===== src/rtl/seven_segment_scanner_pkg.sv =====
// Purpose: shared constants, scan FSM state type and hex font for the seven-segment scanner.
// Latency: n/a (types, constants and a pure combinational function).
// Backpressure: n/a.
package seg_pkg;

    localparam int         NUM_DIGITS = 4;
    localparam logic [6:0] SEG_OFF    = 7'h7F;  // all segments dark (active-low)
    localparam logic [3:0] DSEL_OFF   = 4'hF;   // no digit selected (active-low)

    // Per-slot display phase: dark guard interval, then the digit is driven.
    typedef enum logic {
        ST_BLANK = 1'b0,
        ST_SHOW  = 1'b1
    } scan_state_e;

    // Hex font, bit order {g,f,e,d,c,b,a}, a segment is lit when its bit is 0.
    function automatic logic [6:0] hex_font(input logic [3:0] nib);
        logic [6:0] pat;
        case (nib)
            4'h0:    pat = 7'b1000000;
            4'h1:    pat = 7'b1111001;
            4'h2:    pat = 7'b0100100;
            4'h3:    pat = 7'b0110000;
            4'h4:    pat = 7'b0011001;
            4'h5:    pat = 7'b0010010;
            4'h6:    pat = 7'b0000010;
            4'h7:    pat = 7'b1111000;
            4'h8:    pat = 7'b0000000;
            4'h9:    pat = 7'b0010000;
            4'hA:    pat = 7'b0001000;
            4'hB:    pat = 7'b0000011;
            4'hC:    pat = 7'b1000110;
            4'hD:    pat = 7'b0100001;
            4'hE:    pat = 7'b0000110;
            default: pat = 7'b0001110;
        endcase
        return pat;
    endfunction

endpackage


===== src/rtl/seven_segment_scanner_if.sv =====
// Purpose: load handshake bundle (valid/ready plus display word and digit-enable mask).
// Latency: n/a (wires only).
// Backpressure: load_ready low holds the producer off until the shadow buffer drains.
interface seven_segment_scanner_if;
    logic        load_valid;
    logic        load_ready;
    logic [15:0] load_data;  // digit0 = [3:0] ... digit3 = [15:12]
    logic [3:0]  load_en;    // bit i enables digit i

    modport master (output load_valid, output load_data, output load_en, input  load_ready);
    modport slave  (input  load_valid, input  load_data, input  load_en, output load_ready);
endinterface


===== src/rtl/seven_segment_scanner_hex_to_seg.sv =====
// Purpose: combinational hex nibble to active-low {g..a} segment pattern.
// Latency: 0 cycles (pure combinational).
// Backpressure: none.
// Ports: nibble (4-bit in), seg (7-bit out, active-low).
module hex_to_seg
    import seg_pkg::*;
(
    input  logic [3:0] nibble,
    output logic [6:0] seg
);
    assign seg = hex_font(nibble);
endmodule


===== src/rtl/seven_segment_scanner.sv =====
// Purpose: 4-digit multiplexed seven-segment driver with double-buffered display word.
// Latency: word accepted in frame N shows from frame N+1; seg/numsl lag the slot counter by 1 cycle.
// Backpressure: load_ready drops after a transfer and rises the cycle after the frame boundary.
// Ports: clk, rst_n (async active-low), load_if (slave: load_valid/ready/data/en),
//        seg (active-low {g..a}), numsl (active-low digit selects), frame_done (1-cycle pulse).
module seven_segment_scanner
    import seg_pkg::*;
#(
    parameter int PRESCALE = 1024,
    parameter int BLANK    = 16
) (
    input  logic                      clk,
    input  logic                      rst_n,
    seven_segment_scanner_if.slave    load_if,
    output logic [6:0]                seg,
    output logic [3:0]                numsl,
    output logic                      frame_done
);
    localparam int              CW       = (PRESCALE > 2) ? $clog2(PRESCALE) : 1;
    localparam logic [CW-1:0]   CNT_LAST = CW'(PRESCALE - 1);
    localparam scan_state_e     ST_RESET = (BLANK > 0) ? ST_BLANK : ST_SHOW;

    logic [CW-1:0] count_q, count_d;
    logic [1:0]    idx_q, idx_d;
    scan_state_e   state_q, state_d;
    logic [15:0]   shadow_data_q, shadow_data_d;
    logic [3:0]    shadow_en_q, shadow_en_d;
    logic          shadow_full_q, shadow_full_d;
    logic [15:0]   active_data_q, active_data_d;
    logic [3:0]    active_en_q, active_en_d;
    logic [6:0]    seg_q, seg_d;
    logic [3:0]    numsl_q, numsl_d;
    logic          frame_done_q, frame_done_d;

    logic          boundary;
    logic          transfer;
    logic [3:0]    cur_nib;
    logic [6:0]    cur_font;

    assign cur_nib = active_data_q[{idx_q, 2'b00} +: 4];

    hex_to_seg u_font (
        .nibble (cur_nib),
        .seg    (cur_font)
    );

    always_comb begin
        count_d       = count_q;
        idx_d         = idx_q;
        state_d       = state_q;
        shadow_data_d = shadow_data_q;
        shadow_en_d   = shadow_en_q;
        shadow_full_d = shadow_full_q;
        active_data_d = active_data_q;
        active_en_d   = active_en_q;
        seg_d         = SEG_OFF;
        numsl_d       = DSEL_OFF;

        boundary     = (idx_q == 2'd3) && (count_q == CNT_LAST);
        transfer     = load_if.load_valid && !shadow_full_q;
        frame_done_d = boundary;

        if (count_q == CNT_LAST) begin
            count_d = '0;
            idx_d   = idx_q + 2'd1;
        end else begin
            count_d = count_q + 1'b1;
        end

        // State is computed from the next count so state_q always matches count_q.
        state_d = (int'(count_d) < BLANK) ? ST_BLANK : ST_SHOW;

        // Transfer and swap are exclusive: a transfer needs the shadow empty, a swap needs it full.
        // A transfer on the boundary therefore only fills the shadow for the next frame.
        if (transfer) begin
            shadow_data_d = load_if.load_data;
            shadow_en_d   = load_if.load_en;
            shadow_full_d = 1'b1;
        end else if (boundary && shadow_full_q) begin
            active_data_d = shadow_data_q;
            active_en_d   = shadow_en_q;
            shadow_full_d = 1'b0;
        end

        if ((state_q == ST_SHOW) && active_en_q[idx_q]) begin
            numsl_d = ~(4'b0001 << idx_q);
            seg_d   = cur_font;
        end
    end

    always_ff @(posedge clk or negedge rst_n) begin
        if (!rst_n) begin
            count_q       <= '0;
            idx_q         <= 2'd0;
            state_q       <= ST_RESET;
            shadow_data_q <= 16'h0000;
            shadow_en_q   <= 4'h0;
            shadow_full_q <= 1'b0;
            active_data_q <= 16'h0000;
            active_en_q   <= 4'h0;
            seg_q         <= SEG_OFF;
            numsl_q       <= DSEL_OFF;
            frame_done_q  <= 1'b0;
        end else begin
            count_q       <= count_d;
            idx_q         <= idx_d;
            state_q       <= state_d;
            shadow_data_q <= shadow_data_d;
            shadow_en_q   <= shadow_en_d;
            shadow_full_q <= shadow_full_d;
            active_data_q <= active_data_d;
            active_en_q   <= active_en_d;
            seg_q         <= seg_d;
            numsl_q       <= numsl_d;
            frame_done_q  <= frame_done_d;
        end
    end

    assign load_if.load_ready = !shadow_full_q;
    assign seg                = seg_q;
    assign numsl              = numsl_q;
    assign frame_done         = frame_done_q;

endmodule


===== src/flat_wrapper.sv =====
// flat-port wrapper written by rule: the top's interface ports become plain ports
module seven_segment_scanner_flat import seg_pkg::*;
#(
    parameter int PRESCALE = 1024,
    parameter int BLANK    = 16
)
  (clk, rst_n, seg, numsl, frame_done, load_if_load_valid, load_if_load_data, load_if_load_en, load_if_load_ready);
  seven_segment_scanner_if load_if_i ();
  input  logic clk;
  input  logic rst_n;
  output logic [6:0] seg;
  output logic [3:0] numsl;
  output logic frame_done;
  input wire logic [$bits(load_if_i.load_valid)-1:0] load_if_load_valid;
  input wire logic [$bits(load_if_i.load_data)-1:0] load_if_load_data;
  input wire logic [$bits(load_if_i.load_en)-1:0] load_if_load_en;
  output wire logic [$bits(load_if_i.load_ready)-1:0] load_if_load_ready;
  assign load_if_i.load_valid = load_if_load_valid;
  assign load_if_i.load_data = load_if_load_data;
  assign load_if_i.load_en = load_if_load_en;
  assign load_if_load_ready = load_if_i.load_ready;
  seven_segment_scanner #(.PRESCALE(PRESCALE), .BLANK(BLANK)) u_core (.clk(clk), .rst_n(rst_n), .load_if(load_if_i), .seg(seg), .numsl(numsl), .frame_done(frame_done));
endmodule

===== config.mk =====
export PLATFORM = sky130hd
export DESIGN_NAME = seven_segment_scanner_flat
export DESIGN_NICKNAME = d
export VERILOG_FILES = /design/src/rtl/seven_segment_scanner_pkg.sv /design/src/rtl/seven_segment_scanner_if.sv /design/src/rtl/seven_segment_scanner_hex_to_seg.sv /design/src/rtl/seven_segment_scanner.sv /design/src/flat_wrapper.sv
export SDC_FILE = /design/constraint.sdc
export NUM_CORES = 1
export LEC_CHECK = 0
export ABC_AREA = 1
export CELL_PAD_IN_SITES_DETAIL_PLACEMENT = 1
export CELL_PAD_IN_SITES_GLOBAL_PLACEMENT = 2
export CORE_MARGIN = 5
export CORE_UTILIZATION = 34
export DETAILED_ROUTE_END_ITERATION = 12
export GPL_ROUTABILITY_DRIVEN = 1
export HOLD_SLACK_MARGIN = 0.02
export PLACE_DENSITY = 0.75
export SLEW_MARGIN = 0
export SYNTH_ARGS = -nofsm -noshare
export SYNTH_HDL_FRONTEND = slang
export SYNTH_SLANG_ARGS = --single-unit

===== constraint.sdc =====
create_clock -name clk -period 1.9 [get_ports clk]
set_input_delay 0.57 -clock clk [delete_from_list [all_inputs] [get_ports clk]]
set_output_delay 0.57 -clock clk [all_outputs]
set_load 0.03 [all_outputs]

==> results.cfg <==
[run_status]
status = completed

[finish]
multi_input_area_um2 = 1145
utilization_pct = 43.56
drive_above_1_share_pct = 16.41
synthToLayoutAreaGrowth_pct = 25.15
fin_area_um2 = 3780
regArea_um2 = 1665
diodes = 0
num-fill-cells = 1022
finalNetCount = 419

[floorplan]
fp.dieH_um = 104.3
rows = 34
core_um2 = 8678
dieWidth_um = 104.3
dieArea_um2 = 10870
start_util_pct = 34.80
ioPinCount = 36

[worst_setup_path]
crit_slowest_cell = dfstp_2
path_buf_inv = 1
crit_type = reg2out
cp_top_family = flip-flops
crit_path_end_kind = output port
slowest_delay_ns = 0.53
critPathArrivalTime_ns = 1.27
worstSetupStartpointType = flop
critPathMaxFanout = 1
worstPathRequired_ns = 1.33
crit_chain = dlygate4sd2_1

[global_routing]
grt_pass1_wl_um = 11470
grt_pass1_vias = 2469
grt_max_degree = 30
grt.total_usage_pct = 13.13
antenna_found_initial = 0
grt_overflow = 0

[route]
ant_nets = 0
routed_wl_um = 6541
vias = 2262
detail_route.wl_per_cell_um = 13.13
first_iter_violations = 34
drc = 0
firstDrtPassIters = 4
via_per_inst = 4.542

[power_and_ir_drop]
p_per_area_nw_per_um2 = 703.2
peakVddDrop_v = 0.0004762
power_leakage_nw = 1.929

[synth]
synth_fp_nets = 368
avgSynthCellArea_um2 = 9.043
ys_types = 23
synth_area_um2 = 3020
yosysTopAreaCell = dfrtp_1
synth_warnings = 0
ys_ff_latch = 66
synth_area_leaders = dfrtp_1 46%, nand2_1 14%, dfstp_2 9.6%
yosysTopAreaCellShare_pct = 45.57
netlist_instances = 334
yosysSeqAreaShare_pct = 55.14

[sta]
tns_ns = 0
setup-violations-final = 0
rsz0062_at_grt = false
worst_pin_slew_ns = 0.4236
maxSlewViolCount = 0
finalHoldViolCount = 0
final.setup_skew_ns = 0.007273
min_period_ns = 1.836
fmax_mhz = 544.6
fin_crit_sh_pct = 96.65
relSlewSlack_pct = 71.76

[clocking]
clock_latency_ns = 0.35
cts_buffer_depth = 2
clkSlewWorstSetupHoldPaths_ns = 0.07
cts_setup_buffers = 0
numClockSinks = 66
cts_tree = done
cts_buffers = 9
cts.root.buffer_cell = clkbuf_8
htreeDepth = 3

[placed_design]
placed_area_um2 = 3596
hpwl_um = 4878
port_buffers = 35
gp_congestion = 0.7236

[job]
max_cap_viol_count = 0

[min_path]
min_path_type = in2async
[metrics by stage]
stage          cells  setup WS [ns]  hold slack, ns  power, mW
5_1_grt          498        0.02124          0.1637      2.786
6_report         498        0.06373          0.1468      2.658
2_1_floorplan    334         0.3206          0.2744      1.432
4_1_cts          498        0.04350          0.1386      2.710
3_3_place_gp     482         0.1500          0.4525      1.515
3_5_place_dp     482         0.1202          0.4612      1.516
[final timing paths]
path | slack [ns] | depth (start not counted) | endpoint | from
hold / removal | 0.15 | 1 | u_core.shadow_data_q[4] | rst_n
max in group asynchronous | 1.16 | 2 | u_core.numsl[3] | rst_n
min in group clk | 0.47 | 2 | u_core.active_en_q[2] | u_core.shadow_en_q[2]
setup reg to reg | 0.20 | 10 | u_core.seg[5] | u_core.idx_q[0]
setup / recovery | 0.06 | 1 | seg[4] | u_core.seg[4]
hold reg to reg | 0.47 | 2 | u_core.active_en_q[2] | u_core.shadow_en_q[2]
[cell usage after synthesis]
cell type,instances
nand3_1,29
nand2_1,109
dfstp_2,11
xor2_1,3
clkinv_2,1
nand2_2,2
clkinv_1,1
buf_6,3
inv_2,1
o21ai_0,15
inv_1,38
buf_2,3
nand3_4,1
o21bai_1,1
clkbuf_1,3
dfrtp_1,55
nor2_4,3
nand4_1,2
a21oi_1,9
o211ai_1,1
mux2_2,12
ha_1,11
nor2_1,20
[flip-flops by register name, indices dropped and copies added (netlist names)]
signal and flops:
u_core.active_data_q 16, u_core.active_en_q 4, u_core.count_q 10, u_core.frame_done 1, u_core.idx_q 2, u_core.numsl 4
u_core.seg 7, u_core.shadow_data_q 16, u_core.shadow_en_q 4, u_core.shadow_full_q 1, u_core.state_q 1
[report_power, final]
part | total, mW | switching [mW] | leakage (nW) | internal (mW)
logic | 0.0816 | 0.0340 | 1.02 | 0.0476
registers | 1.41 | 0 | 0.818 | 1.41
clock network | 1.17 | 0.563 | 0.0925 | 0.608
[per-layer routing]
metal / GRT usage (%) / wire length (um)
met3: 3.600 / 215
met1: 15.56 / 2926
met2: 22.31 / 3303
met5: 0 / 0
met4: 5.550 / 96
[logic make-up (layout without fill, tap and decap cells)]
family / after synthesis / after routing / synth area share, %
buffers and inverters: 50 / 106 / 7.125
XOR/XNOR: 3 / 3 / 0.8701
AND/OR/NAND/NOR: 166 / 166 / 23.36
AO/OA/AOI/OAI: 26 / 26 / 4.474
adder cells (fa/ha/maj): 11 / 11 / 4.557
flip-flops: 66 / 66 / 55.14
multiplexers: 12 / 12 / 4.474
[what timing repair did]
action / in CTS / in global routing
endpoints found under the setup margin: 13 / 6
gates resized for setup: 13 / 3
cloned: 0 / 0
hold buffers: 0 / 0
[cell type report]
| cell class | count | area share (%) |
|---|---|---|
| flip-flops and latches | 66 | 44.06 |
| multi-input cells | 218 | 30.29 |
| repair buffers | 49 | 12.81 |
| inverters | 41 | 4.105 |
| well taps | 108 | 3.575 |
| clock buffers | 10 | 3.376 |
| clock inverters | 6 | 1.787 |
[placed cells by master (no fill, tap or decap), drive strengths merged]
cell type / Yosys / routed
ha: 11 / 11
dfstp: 11 / 11
o21bai: 1 / 1
dlygate4sd2: 0 / 13
inv: 39 / 39
nand3: 30 / 30
dfrtp: 55 / 55
nor2: 23 / 23
clkbuf: 3 / 10
a21oi: 9 / 9
mux2: 12 / 12
nand4: 2 / 2
clkinvlp: 0 / 2
nand2: 111 / 111
clkdlybuf4s50: 0 / 21
buf: 6 / 15
bufinv: 0 / 1
xor2: 3 / 3
clkinv: 2 / 5
o21ai: 15 / 15
o211ai: 1 / 1
(Power assumes the default switching activity.)
